$ cat config.mk
export PLATFORM = sky130hd
export DESIGN_NAME = execute_cycle_flat
export DESIGN_NICKNAME = d
export VERILOG_FILES = /design/src/rtl/riscv_pkg.sv /design/src/rtl/execute_cycle_if.sv /design/src/rtl/execute_cycle_alu.sv /design/src/rtl/execute_cycle.sv /design/src/flat_wrapper.sv
export SDC_FILE = /design/constraint.sdc
export NUM_CORES = 1
export LEC_CHECK = 0
export ABC_CLOCK_PERIOD_IN_PS = 7400
export BUFFER_PORTS_ARGS = -buffer_cell sky130_fd_sc_hd__buf_2
export CAP_MARGIN = 25
export CELL_PAD_IN_SITES_DETAIL_PLACEMENT = 0
export CELL_PAD_IN_SITES_GLOBAL_PLACEMENT = 1
export CORE_MARGIN = 4
export CORE_UTILIZATION = 30
export DETAILED_ROUTE_END_ITERATION = 8
export MAX_ROUTING_LAYER = met4
export PLACE_DENSITY_LB_ADDON = 0.1
export SLEW_MARGIN = 30
export SYNTH_ARGS = -nofsm -noshare
export SYNTH_HDL_FRONTEND = slang
export SYNTH_SLANG_ARGS = --single-unit
$ cat constraint.sdc
create_clock -name clk -period 7.4 [get_ports clk]
set_input_delay 1.11 -clock clk [delete_from_list [all_inputs] [get_ports clk]]
set_output_delay 1.11 -clock clk [all_outputs]
set_load 0.01 [all_outputs]
$ cat src/rtl/riscv_pkg.sv
// Shared RV32 definitions for the execute stage: ALU op codes, branch funct3
// codes, forwarding selects and the EX/MEM pipeline register layout.
package riscv_pkg;

  localparam int XLEN = 32;

  localparam logic [2:0] ALU_ADD  = 3'b000;
  localparam logic [2:0] ALU_SUB  = 3'b001;
  localparam logic [2:0] ALU_AND  = 3'b010;
  localparam logic [2:0] ALU_OR   = 3'b011;
  localparam logic [2:0] ALU_XOR  = 3'b100;
  localparam logic [2:0] ALU_SLT  = 3'b101;
  localparam logic [2:0] ALU_SLTU = 3'b110;
  localparam logic [2:0] ALU_SLL  = 3'b111;

  localparam logic [2:0] F3_BEQ  = 3'b000;
  localparam logic [2:0] F3_BNE  = 3'b001;
  localparam logic [2:0] F3_BLT  = 3'b100;
  localparam logic [2:0] F3_BGE  = 3'b101;
  localparam logic [2:0] F3_BLTU = 3'b110;
  localparam logic [2:0] F3_BGEU = 3'b111;

  localparam logic [1:0] FWD_RF = 2'b00;
  localparam logic [1:0] FWD_W  = 2'b01;
  localparam logic [1:0] FWD_M  = 2'b10;

  typedef struct packed {
    logic             valid;
    logic             regWrite;
    logic             resultSrc;
    logic             memWrite;
    logic [XLEN-1:0]  aluResult;
    logic [XLEN-1:0]  writeData;
    logic [XLEN-1:0]  pcPlus4;
    logic [4:0]       rd;
  } exMem_t;

  // Select 11 is unused by the hazard unit and falls back to the register file.
  function automatic logic [XLEN-1:0] fwdSelect(input logic [1:0] sel,
                                                input logic [XLEN-1:0] rf,
                                                input logic [XLEN-1:0] wb,
                                                input logic [XLEN-1:0] mem);
    case (sel)
      FWD_W:   return wb;
      FWD_M:   return mem;
      default: return rf;
    endcase
  endfunction

endpackage

$ cat src/rtl/execute_cycle_if.sv
// ID/EX inputs, forwarding/stall controls, branch outputs and EX/MEM outputs
// of the execute stage. slave = execute stage, master = surrounding pipeline.
interface execute_cycle_if;
  logic        ValidE;
  logic        RegWriteE;
  logic        ResultSrcE;
  logic        MemWriteE;
  logic        BranchE;
  logic        ALUSrcE;
  logic [2:0]  ALUControlE;
  logic [2:0]  Funct3E;
  logic [31:0] RD1E;
  logic [31:0] RD2E;
  logic [31:0] ImmExtE;
  logic [31:0] PCE;
  logic [31:0] PCPlus4E;
  logic [4:0]  RDE;
  logic [1:0]  ForwardAE;
  logic [1:0]  ForwardBE;
  logic [31:0] ResultW;
  logic        StallM;
  logic        PCSrcE;
  logic [31:0] PCTargetE;
  logic        ValidM;
  logic        RegWriteM;
  logic        ResultSrcM;
  logic        MemWriteM;
  logic [31:0] ALUResultM;
  logic [31:0] WriteDataM;
  logic [31:0] PCPlus4M;
  logic [4:0]  RDM;

  modport slave (
    input  ValidE, RegWriteE, ResultSrcE, MemWriteE, BranchE, ALUSrcE,
    input  ALUControlE, Funct3E, RD1E, RD2E, ImmExtE, PCE, PCPlus4E, RDE,
    input  ForwardAE, ForwardBE, ResultW, StallM,
    output PCSrcE, PCTargetE,
    output ValidM, RegWriteM, ResultSrcM, MemWriteM,
    output ALUResultM, WriteDataM, PCPlus4M, RDM
  );

  modport master (
    output ValidE, RegWriteE, ResultSrcE, MemWriteE, BranchE, ALUSrcE,
    output ALUControlE, Funct3E, RD1E, RD2E, ImmExtE, PCE, PCPlus4E, RDE,
    output ForwardAE, ForwardBE, ResultW, StallM,
    input  PCSrcE, PCTargetE,
    input  ValidM, RegWriteM, ResultSrcM, MemWriteM,
    input  ALUResultM, WriteDataM, PCPlus4M, RDM
  );
endinterface

$ cat src/rtl/execute_cycle_alu.sv
// Combinational RV32 ALU: add/sub wrap modulo 2^32, set-less-than results are
// zero-extended 0/1, shift amount is SrcB[4:0].
module alu
  import riscv_pkg::*;
(
  input  logic [XLEN-1:0] SrcA,
  input  logic [XLEN-1:0] SrcB,
  input  logic [2:0]      ALUControl,
  output logic [XLEN-1:0] Result,
  output logic            Zero
);

  logic ltSigned;
  logic ltUnsigned;

  assign ltSigned   = $signed(SrcA) < $signed(SrcB);
  assign ltUnsigned = SrcA < SrcB;

  always_comb begin
    Result = '0;
    case (ALUControl)
      ALU_ADD:  Result = SrcA + SrcB;
      ALU_SUB:  Result = SrcA - SrcB;
      ALU_AND:  Result = SrcA & SrcB;
      ALU_OR:   Result = SrcA | SrcB;
      ALU_XOR:  Result = SrcA ^ SrcB;
      ALU_SLT:  Result = {{(XLEN-1){1'b0}}, ltSigned};
      ALU_SLTU: Result = {{(XLEN-1){1'b0}}, ltUnsigned};
      ALU_SLL:  Result = SrcA << SrcB[4:0];
      default:  Result = '0;
    endcase
  end

  assign Zero = (Result == '0);

endmodule

$ cat src/rtl/execute_cycle.sv
// Execute stage: operand forwarding, ALU, branch resolution and the EX/MEM
// pipeline register with stall (hold) and bubble insertion.
module execute_cycle
  import riscv_pkg::*;
(
  input  logic          clk,
  input  logic          rst,
  execute_cycle_if.slave ex
);

  logic [XLEN-1:0] srcAE;
  logic [XLEN-1:0] fwdBE;
  logic [XLEN-1:0] srcBE;
  logic [XLEN-1:0] aluResultE;
  logic            aluZero;
  logic            branchCond;
  exMem_t          exMem_reg;
  exMem_t          exMem_next;

  // FWD_M forwards the value already sitting in EX/MEM, so dependent
  // back-to-back ALU ops need no stall.
  assign srcAE = fwdSelect(ex.ForwardAE, ex.RD1E, ex.ResultW, exMem_reg.aluResult);
  assign fwdBE = fwdSelect(ex.ForwardBE, ex.RD2E, ex.ResultW, exMem_reg.aluResult);
  assign srcBE = ex.ALUSrcE ? ex.ImmExtE : fwdBE;

  alu u_alu (
    .SrcA       (srcAE),
    .SrcB       (srcBE),
    .ALUControl (ex.ALUControlE),
    .Result     (aluResultE),
    .Zero       (aluZero)
  );

  // Branches always compare the two register operands, never the immediate.
  always_comb begin
    branchCond = 1'b0;
    case (ex.Funct3E)
      F3_BEQ:  branchCond = (srcAE == fwdBE);
      F3_BNE:  branchCond = (srcAE != fwdBE);
      F3_BLT:  branchCond = ($signed(srcAE) <  $signed(fwdBE));
      F3_BGE:  branchCond = ($signed(srcAE) >= $signed(fwdBE));
      F3_BLTU: branchCond = (srcAE <  fwdBE);
      F3_BGEU: branchCond = (srcAE >= fwdBE);
      default: branchCond = 1'b0;
    endcase
  end

  assign ex.PCSrcE    = ex.ValidE & ex.BranchE & branchCond;
  assign ex.PCTargetE = ex.PCE + ex.ImmExtE;

  // A bubble keeps its data fields but can never write anything downstream.
  always_comb begin
    exMem_next.valid     = ex.ValidE;
    exMem_next.regWrite  = ex.ValidE & ex.RegWriteE;
    exMem_next.resultSrc = ex.ValidE & ex.ResultSrcE;
    exMem_next.memWrite  = ex.ValidE & ex.MemWriteE;
    exMem_next.aluResult = aluResultE;
    exMem_next.writeData = fwdBE;
    exMem_next.pcPlus4   = ex.PCPlus4E;
    exMem_next.rd        = ex.RDE;
  end

  always_ff @(posedge clk) begin
    if (rst) begin
      exMem_reg <= '0;
    end else if (!ex.StallM) begin
      exMem_reg <= exMem_next;
    end
  end

  assign ex.ValidM     = exMem_reg.valid;
  assign ex.RegWriteM  = exMem_reg.regWrite;
  assign ex.ResultSrcM = exMem_reg.resultSrc;
  assign ex.MemWriteM  = exMem_reg.memWrite;
  assign ex.ALUResultM = exMem_reg.aluResult;
  assign ex.WriteDataM = exMem_reg.writeData;
  assign ex.PCPlus4M   = exMem_reg.pcPlus4;
  assign ex.RDM        = exMem_reg.rd;

endmodule

$ cat src/flat_wrapper.sv
// flat-port wrapper written by rule: the top's interface ports become plain ports
module execute_cycle_flat import riscv_pkg::*;
  (clk, rst, ex_ValidE, ex_RegWriteE, ex_ResultSrcE, ex_MemWriteE, ex_BranchE, ex_ALUSrcE, ex_ALUControlE, ex_Funct3E, ex_RD1E, ex_RD2E, ex_ImmExtE, ex_PCE, ex_PCPlus4E, ex_RDE, ex_ForwardAE, ex_ForwardBE, ex_ResultW, ex_StallM, ex_PCSrcE, ex_PCTargetE, ex_ValidM, ex_RegWriteM, ex_ResultSrcM, ex_MemWriteM, ex_ALUResultM, ex_WriteDataM, ex_PCPlus4M, ex_RDM);
  execute_cycle_if ex_i ();
  input  logic clk;
  input  logic rst;
  input wire logic [$bits(ex_i.ValidE)-1:0] ex_ValidE;
  input wire logic [$bits(ex_i.RegWriteE)-1:0] ex_RegWriteE;
  input wire logic [$bits(ex_i.ResultSrcE)-1:0] ex_ResultSrcE;
  input wire logic [$bits(ex_i.MemWriteE)-1:0] ex_MemWriteE;
  input wire logic [$bits(ex_i.BranchE)-1:0] ex_BranchE;
  input wire logic [$bits(ex_i.ALUSrcE)-1:0] ex_ALUSrcE;
  input wire logic [$bits(ex_i.ALUControlE)-1:0] ex_ALUControlE;
  input wire logic [$bits(ex_i.Funct3E)-1:0] ex_Funct3E;
  input wire logic [$bits(ex_i.RD1E)-1:0] ex_RD1E;
  input wire logic [$bits(ex_i.RD2E)-1:0] ex_RD2E;
  input wire logic [$bits(ex_i.ImmExtE)-1:0] ex_ImmExtE;
  input wire logic [$bits(ex_i.PCE)-1:0] ex_PCE;
  input wire logic [$bits(ex_i.PCPlus4E)-1:0] ex_PCPlus4E;
  input wire logic [$bits(ex_i.RDE)-1:0] ex_RDE;
  input wire logic [$bits(ex_i.ForwardAE)-1:0] ex_ForwardAE;
  input wire logic [$bits(ex_i.ForwardBE)-1:0] ex_ForwardBE;
  input wire logic [$bits(ex_i.ResultW)-1:0] ex_ResultW;
  input wire logic [$bits(ex_i.StallM)-1:0] ex_StallM;
  output wire logic [$bits(ex_i.PCSrcE)-1:0] ex_PCSrcE;
  output wire logic [$bits(ex_i.PCTargetE)-1:0] ex_PCTargetE;
  output wire logic [$bits(ex_i.ValidM)-1:0] ex_ValidM;
  output wire logic [$bits(ex_i.RegWriteM)-1:0] ex_RegWriteM;
  output wire logic [$bits(ex_i.ResultSrcM)-1:0] ex_ResultSrcM;
  output wire logic [$bits(ex_i.MemWriteM)-1:0] ex_MemWriteM;
  output wire logic [$bits(ex_i.ALUResultM)-1:0] ex_ALUResultM;
  output wire logic [$bits(ex_i.WriteDataM)-1:0] ex_WriteDataM;
  output wire logic [$bits(ex_i.PCPlus4M)-1:0] ex_PCPlus4M;
  output wire logic [$bits(ex_i.RDM)-1:0] ex_RDM;
  assign ex_i.ValidE = ex_ValidE;
  assign ex_i.RegWriteE = ex_RegWriteE;
  assign ex_i.ResultSrcE = ex_ResultSrcE;
  assign ex_i.MemWriteE = ex_MemWriteE;
  assign ex_i.BranchE = ex_BranchE;
  assign ex_i.ALUSrcE = ex_ALUSrcE;
  assign ex_i.ALUControlE = ex_ALUControlE;
  assign ex_i.Funct3E = ex_Funct3E;
  assign ex_i.RD1E = ex_RD1E;
  assign ex_i.RD2E = ex_RD2E;
  assign ex_i.ImmExtE = ex_ImmExtE;
  assign ex_i.PCE = ex_PCE;
  assign ex_i.PCPlus4E = ex_PCPlus4E;
  assign ex_i.RDE = ex_RDE;
  assign ex_i.ForwardAE = ex_ForwardAE;
  assign ex_i.ForwardBE = ex_ForwardBE;
  assign ex_i.ResultW = ex_ResultW;
  assign ex_i.StallM = ex_StallM;
  assign ex_PCSrcE = ex_i.PCSrcE;
  assign ex_PCTargetE = ex_i.PCTargetE;
  assign ex_ValidM = ex_i.ValidM;
  assign ex_RegWriteM = ex_i.RegWriteM;
  assign ex_ResultSrcM = ex_i.ResultSrcM;
  assign ex_MemWriteM = ex_i.MemWriteM;
  assign ex_ALUResultM = ex_i.ALUResultM;
  assign ex_WriteDataM = ex_i.WriteDataM;
  assign ex_PCPlus4M = ex_i.PCPlus4M;
  assign ex_RDM = ex_i.RDM;
  execute_cycle u_core (.clk(clk), .rst(rst), .ex(ex_i));
endmodule
==> out/qor.csv, run 1 <==
metric;value;unit
drive_gt1_frac;0.2106;
critPathTopFamily;compound AO/OA/AOI/OAI gates;
synth_cell_types;81;
rsz0062_at_grt;no;
cap_violations;0;
die_w;223.0;um
required;6.29;ns
wl;71.96;mm
die_h;223.0;um
fin_crit;6.732;ns
postPlaceCellArea;16330;um2
holdWs;0.4918;ns
setup.worst_path.end_class;output pin;
cp_slowest_cell;o21ai_0;
initial_core_util;0.3044;
tritoncts;yes;
peakVddDrop;0.0001084;V
grt_pass1_vias;15827;
cts.clk_slew.worst_paths;0.09;ns
drtIter0Drc;1592;
synthTopCellsByArea;dfxtp_1, ha_1, nor2_1;
yosysWarningCount;0;
cts-root-buf;clkbuf_16;
drt-pass1-iter-count;5;
nets;2629;
worstSetupStartpoint;ex_ForwardAE[0];
timing.fmax;148.5;MHz
status;finished clean;
finalHoldViolCount;0;
grt_pass1_wl;104.4;mm
synth_common_cells;nor2_1, ha_1, o21ai_0;
maxSlewViolCount;0;
area_delta_synth_final;19.95;%
setup_viol_count_final;0;
drc_errors;0;
ctsResizeCount;0;
yosysTopAreaCellShare;0.1515;
stdcell_area;16640;um2
finalSetupTns;0;ns
yosysSeqAreaShare;0.1515;
antennaDiodeCount;0;
worstPathCellList;buf_2 > inv_1 > ha_1 > buf_4 > a22oi_1 > o21ai_0 > ha_1 > a21o_1 > a21o_1 > a21oi_1 > o21ai_0 > o221ai_1 > a211oi_1 > a211oi_1 > mux2_2 > nor3_1 > buf_2;
netlist_instances;1947;
post_cts_buffers;0;
synth_nets;2330;
grt_remaining_overflow;0;
clk-insertion-delay-late;0.40;ns
routabilityCongestion;0.9611;
dp_hpwl;57.70;mm
r2r-start;u_core.ex.ALUResultM[1];
cp_num_buf_inv;4;
cts_sinks;105;
hold_start;u_core.ex.ValidM;
cp_data_arrival_time;5.62;ns
crit_path_max_fanout;25;
cts_buffer_depth;2;
fin_worst_skew;0.01693;ns
synth_flop_cell;dfxtp_1;
vias;16304;
port_buffers;353;
hp-class;flop to flop;
synth_top_area_cell;dfxtp_1;
vias_per_cell;5.719;
fin_crit_sh;0.9097;
cellLeakagePower;7.936;nW
antenna_found_initial;0;
tightest_slew;1.040;ns
cts-htree-levels;3;
wire_per_inst;25.24;um
pre_cts_ws;0.7211;ns
critPathKind;primary input to output pin;
cp-start-kind;primary input;
yosys_register_bits;105;
holdBufCountCts;0;
avgSynthCellArea;7.125;um2
drtAntennaViolNets;0;
finalWorstSetupSlack;0.6679;ns
yosysMostFrequentCell;nor2_1;
cts_buffers;9;
die_area;49740;um2
synth-edff-count;0;
grt_use_total;0.2816;
ios;354;
rows;78;
async_reset_ff_frac;0;
power.density;182.4;nW/um2
coreArea;45580;um2
critical_path.max_stage_delay;0.71;ns
syn-cell-area;13870;um2
grt_max_degree;76;
maxSlewHeadroom;0.3057;
==> registers in the layout, summed over array words and instances (netlist names) <==
register              count
u_core.ex.RegWriteM       1
u_core.ex.WriteDataM     32
u_core.ex.MemWriteM       1
u_core.ex.ResultSrcM      1
u_core.ex.PCPlus4M       32
u_core.ex.RDM             5
u_core.ex.ValidM          1
u_core.ex.ALUResultM     32
==> worst reg2reg max path, stage by stage (launching register included) <==
cell and delay (ns):
dfxtp_1 0.45, a22oi_1 0.12, o21ai_0 0.60, inv_1 0.25, fa_1 0.51, o21ai_1 0.29, nor4b_1 0.56, o21ai_1 0.28
a211o_1 0.43, a21oi_1 0.40, a2111oi_4 0.18, nor4b_1 0.51, or4b_1 0.22, a211oi_1 0.07
==> routing by layer <==
metal | vias up | GRT usage | part of all wire
li1 | 7665 | - | -
met1 | 7869 | 0.3493 | 0.42
met2 | 636 | 0.4686 | 0.48
met3 | 134 | 0.02895 | 0.052
met4 | 0 | 0.1175 | 0.049
met5 | - | - | 0
==> worst paths after layout <==
check	to	slack (ns)	depth (start not counted)
max reg2reg	u_core.ex.ALUResultM[0]	2.42	13
min	u_core.ex.ValidM	0.49	2
min reg2reg	u_core.ex.ValidM	0.49	2
max	ex_PCSrcE	0.67	17
==> cell type report <==
cell class / count / area, um2
Fill cell: 4998 / 28940
Multi-Input combinational cell: 1571 / 10690
Timing Repair Buffer: 415 / 2241
Sequential cell: 105 / 2102
Tap cell: 600 / 750.7
Inverter: 144 / 540.5
Clock buffer: 9 / 225.2
Clock inverter: 7 / 88.84
==> power by group <==
| part | internal (W) | switching (W) | leakage (nW) |
|---|---|---|---|
| registers | 0.000609 | 0.0000524 | 0.866 |
| logic | 0.000672 | 0.00114 | 6.92 |
| clock network | 0.000247 | 0.000313 | 0.153 |
==> per-stage QoR <==
step / std cells / power (W) / util
5_1_grt: 2851 / 0.003224 / 0.3651
4_1_cts: 2851 / 0.003030 / 0.3651
3_5_place_dp: 2835 / 0.002457 / 0.3582
3_3_place_gp: 2835 / 0.002463 / 0.3582
2_1_floorplan: 1947 / 0.001799 / -
6_report: 2851 / 0.003035 / 0.3651
==> cells by family after synthesis <==
| group | synth area share |
|---|---|
| adder cells (fa/ha/maj) | 0.1523 |
| multiplexers | 0.07667 |
| AND/OR/NAND/NOR | 0.1812 |
| AO/OA/AOI/OAI | 0.3250 |
| XOR/XNOR | 0.03409 |
| flip-flops | 0.1515 |
| buffers and inverters | 0.07928 |
==> placed cells by master, fill, tap and decap left out, types with 10 or more instances in the layout <==
cell type  synthesis  final
nand2_1          148    148
buf_2             22    351
a211o_1           13     13
inv_1            139    139
buf_4              3     63
mux2_2            17     17
a21oi_1          159    159
a211oi_1          27     27
o21a_1            25     25
xnor2_1           39     39
nor2b_1           18     18
o21ai_1           19     19
nand2b_1          21     21
nor3_1            43     43
xor2_1            15     15
nor2_1           248    245
o21bai_1          13     13
ha_1             164    164
o21ai_0          160    160
o22ai_1           27     27
or3_1             10     10
a221o_1           53     53
a21o_1            32     32
a22oi_1           22     22
nand3_1           30     30
a31oi_1           15     15
o221ai_1          11     11
dfxtp_1          105    105
mux2i_1           86     86
o211ai_1          13     13
a221oi_1          21     21
Note: power is estimated with default switching activity, not from simulation.
==> run 2, diff against run 1 <==
CORE_MARGIN = 2   (was 4)
PLACE_DENSITY = 0.74   (was default)
PLACE_DENSITY_LB_ADDON = default   (was 0.1)
==> out/qor.csv, run 2 (synthesized netlist as in run 1, its figures left out) <==
metric;value;unit;change
antenna_found_initial;0;;unchanged
internal_power;0.001528;W;about the same
ctsResizeCount;0;;unchanged
cp_data_arrival_time;5.51;ns;-0.11 ns
drtAntennaViolNets;0;;unchanged
drc_errors;0;;unchanged
postPlaceCellArea;16330;um2;about the same
dp_hpwl;54.66;mm;-5.3%
grt_pass1_vias;15627;;-1.3%
cts_buffer_depth;2;;unchanged
power.density;181.0;nW/um2;-0.78%
switchingPower;0.001486;W;-1.4%
port_buffers;353;;unchanged
wire_per_inst;23.95;um;-5.1%
setup.worst_path.end_class;output pin;;
drive_gt1_frac;0.2105;;about the same
nets;2630;;+0.038%
grt_pass1_wl;99.13;mm;-5.0%
cts_sinks;105;;unchanged
grt_use_total;0.2823;;+0.0006772
critPathKind;primary input to output pin;;
holdBufCountCts;0;;unchanged
tightest_slew;1.006;ns;-0.03471 ns
peakVddDrop;0.0001049;V;-3.3%
area_delta_synth_final;20.04;%;about the same
clkPwrFrac;0.183;;-0.002
cts_buffers;9;;unchanged
setup_viol_count_final;0;;unchanged
drtIter0Drc;1717;;+7.9%
timing.fmax;151.0;MHz;+1.7%
reg2reg_slack;2.65;ns;+0.23 ns
fin_worst_skew;0.01772;ns;+0.0007860 ns
drt-pass1-iter-count;6;;+1
die_w;219.0;um;-1.8%
ios;354;;unchanged
rsz0062_at_grt;no;;
routabilityCongestion;0.9869;;+2.7%
grt_remaining_overflow;0;;unchanged
cts-root-buf;clkbuf_16;;
initial_core_util;0.3050;;+0.0006532
switching_share;0.4930;;-0.003627
cts.clk_slew.worst_paths;0.10;ns;about the same
cap_violations;0;;unchanged
fin_cells;2852;;+0.035%
power_frac_seq;0.219;;about the same
stdcell_area;16650;um2;about the same
fin_crit;6.622;ns;-0.1104 ns
clk-insertion-delay-late;0.40;ns;about the same
hp-class;flop to flop;;
grt_max_degree;91;;+20%
post_cts_buffers;0;;unchanged
die_h;219.0;um;-1.8%
maxSlewHeadroom;0.3272;;+0.02141
crit_path_max_fanout;22;;-12%
die_area;47980;um2;-3.6%
required;6.29;ns;about the same
fin_crit_sh;0.8948;;-0.01492
rows;78;;unchanged
maxSlewViolCount;0;;unchanged
final_common_cell;buf_2;;
wl;68.31;mm;-5.1%
finalSetupTns;0;ns;unchanged
coreArea;45480;um2;-0.21%
cp-start-kind;primary input;;
final_cell_mix;buf_2, nor2_1, ha_1, a21oi_1, o21ai_0;;
vias_per_cell;5.747;;+0.50%
tritoncts;yes;;
vias;16391;;+0.53%
cts-htree-levels;3;;unchanged
status;finished clean;;
finalHoldViolCount;0;;unchanged
dpl.cell_count;2836;;+0.035%
pwr-share-comb;0.598;;about the same
cellLeakagePower;7.945;nW;+0.11%
antennaDiodeCount;0;;unchanged
[run 2: area by class of cell]
cell class,instances,area (um2)
Clock inverter,7,91.34
Sequential cell,105,2102
Clock buffer,9,225.2
Fill cell,4992,28830
Inverter,144,540.5
Tap cell,600,750.7
Multi-Input combinational cell,1571,10690
Timing Repair Buffer,416,2252
[run 2: metrics by stage]
stage          utilization  hold WS (ns)  power [W]  worst slack, ns
2_1_floorplan            -        0.5105   0.001799            1.374
3_3_place_gp        0.3591        0.4687   0.002426           0.7725
3_5_place_dp        0.3591        0.4733   0.002429           0.7525
4_1_cts             0.3660        0.4977   0.002991           0.7315
5_1_grt             0.3662        0.5104   0.003199           0.4915
6_report            0.3662        0.4960   0.003014           0.7783
[run 2: critical path, cell delays in order]
cell and delay [ns]:
buf_2 0.09, inv_1 0.04, ha_1 0.29, inv_1 0.55
o21ai_0 0.32, ha_1 0.38, a21o_1 0.18, a21o_1 0.17
a21o_1 0.17, a221o_1 0.31, a221oi_1 0.45, o21ai_0 0.16
a211oi_1 0.48, mux2_2 0.39, nor3_1 0.23, buf_2 0.19
[run 2: power groups by stage]
stage / Sequential [W] / Combinational (W) / Clock [W]
finish: 0.000659 / 0.00180 / 0.000551
global route: 0.000663 / 0.00195 / 0.000582
CTS: 0.000658 / 0.00177 / 0.000564
detailed placement: 0.000671 / 0.00176 / 0
global placement: 0.000670 / 0.00176 / 0
floorplan: 0.000670 / 0.00113 / 0
[run 2: worst paths after layout]
check                                                end                      from  cells past startpoint
worst max register to register  u_core.ex.ALUResultM[31]   u_core.ex.ALUResultM[6]                     12
worst min-delay path            u_core.ex.WriteDataM[18]  u_core.ex.WriteDataM[18]                      2
worst min register to register  u_core.ex.WriteDataM[18]  u_core.ex.WriteDataM[18]                      2
worst max-delay path                           ex_PCSrcE           ex_ForwardBE[0]                     16
[run 2: layer usage]
| layer | global-route usage | share of wire | routed length, um | vias to the layer above |
|---|---|---|---|---|
| li1 | - | - | - | 7656 |
| met1 | 0.3586 | 0.42 | 28630 | 7862 |
| met2 | 0.4538 | 0.47 | 32150 | 740 |
| met3 | 0.03119 | 0.063 | 4300 | 133 |
| met4 | 0.1207 | 0.047 | 3238 | 0 |
| met5 | - | 0 | 0 | - |
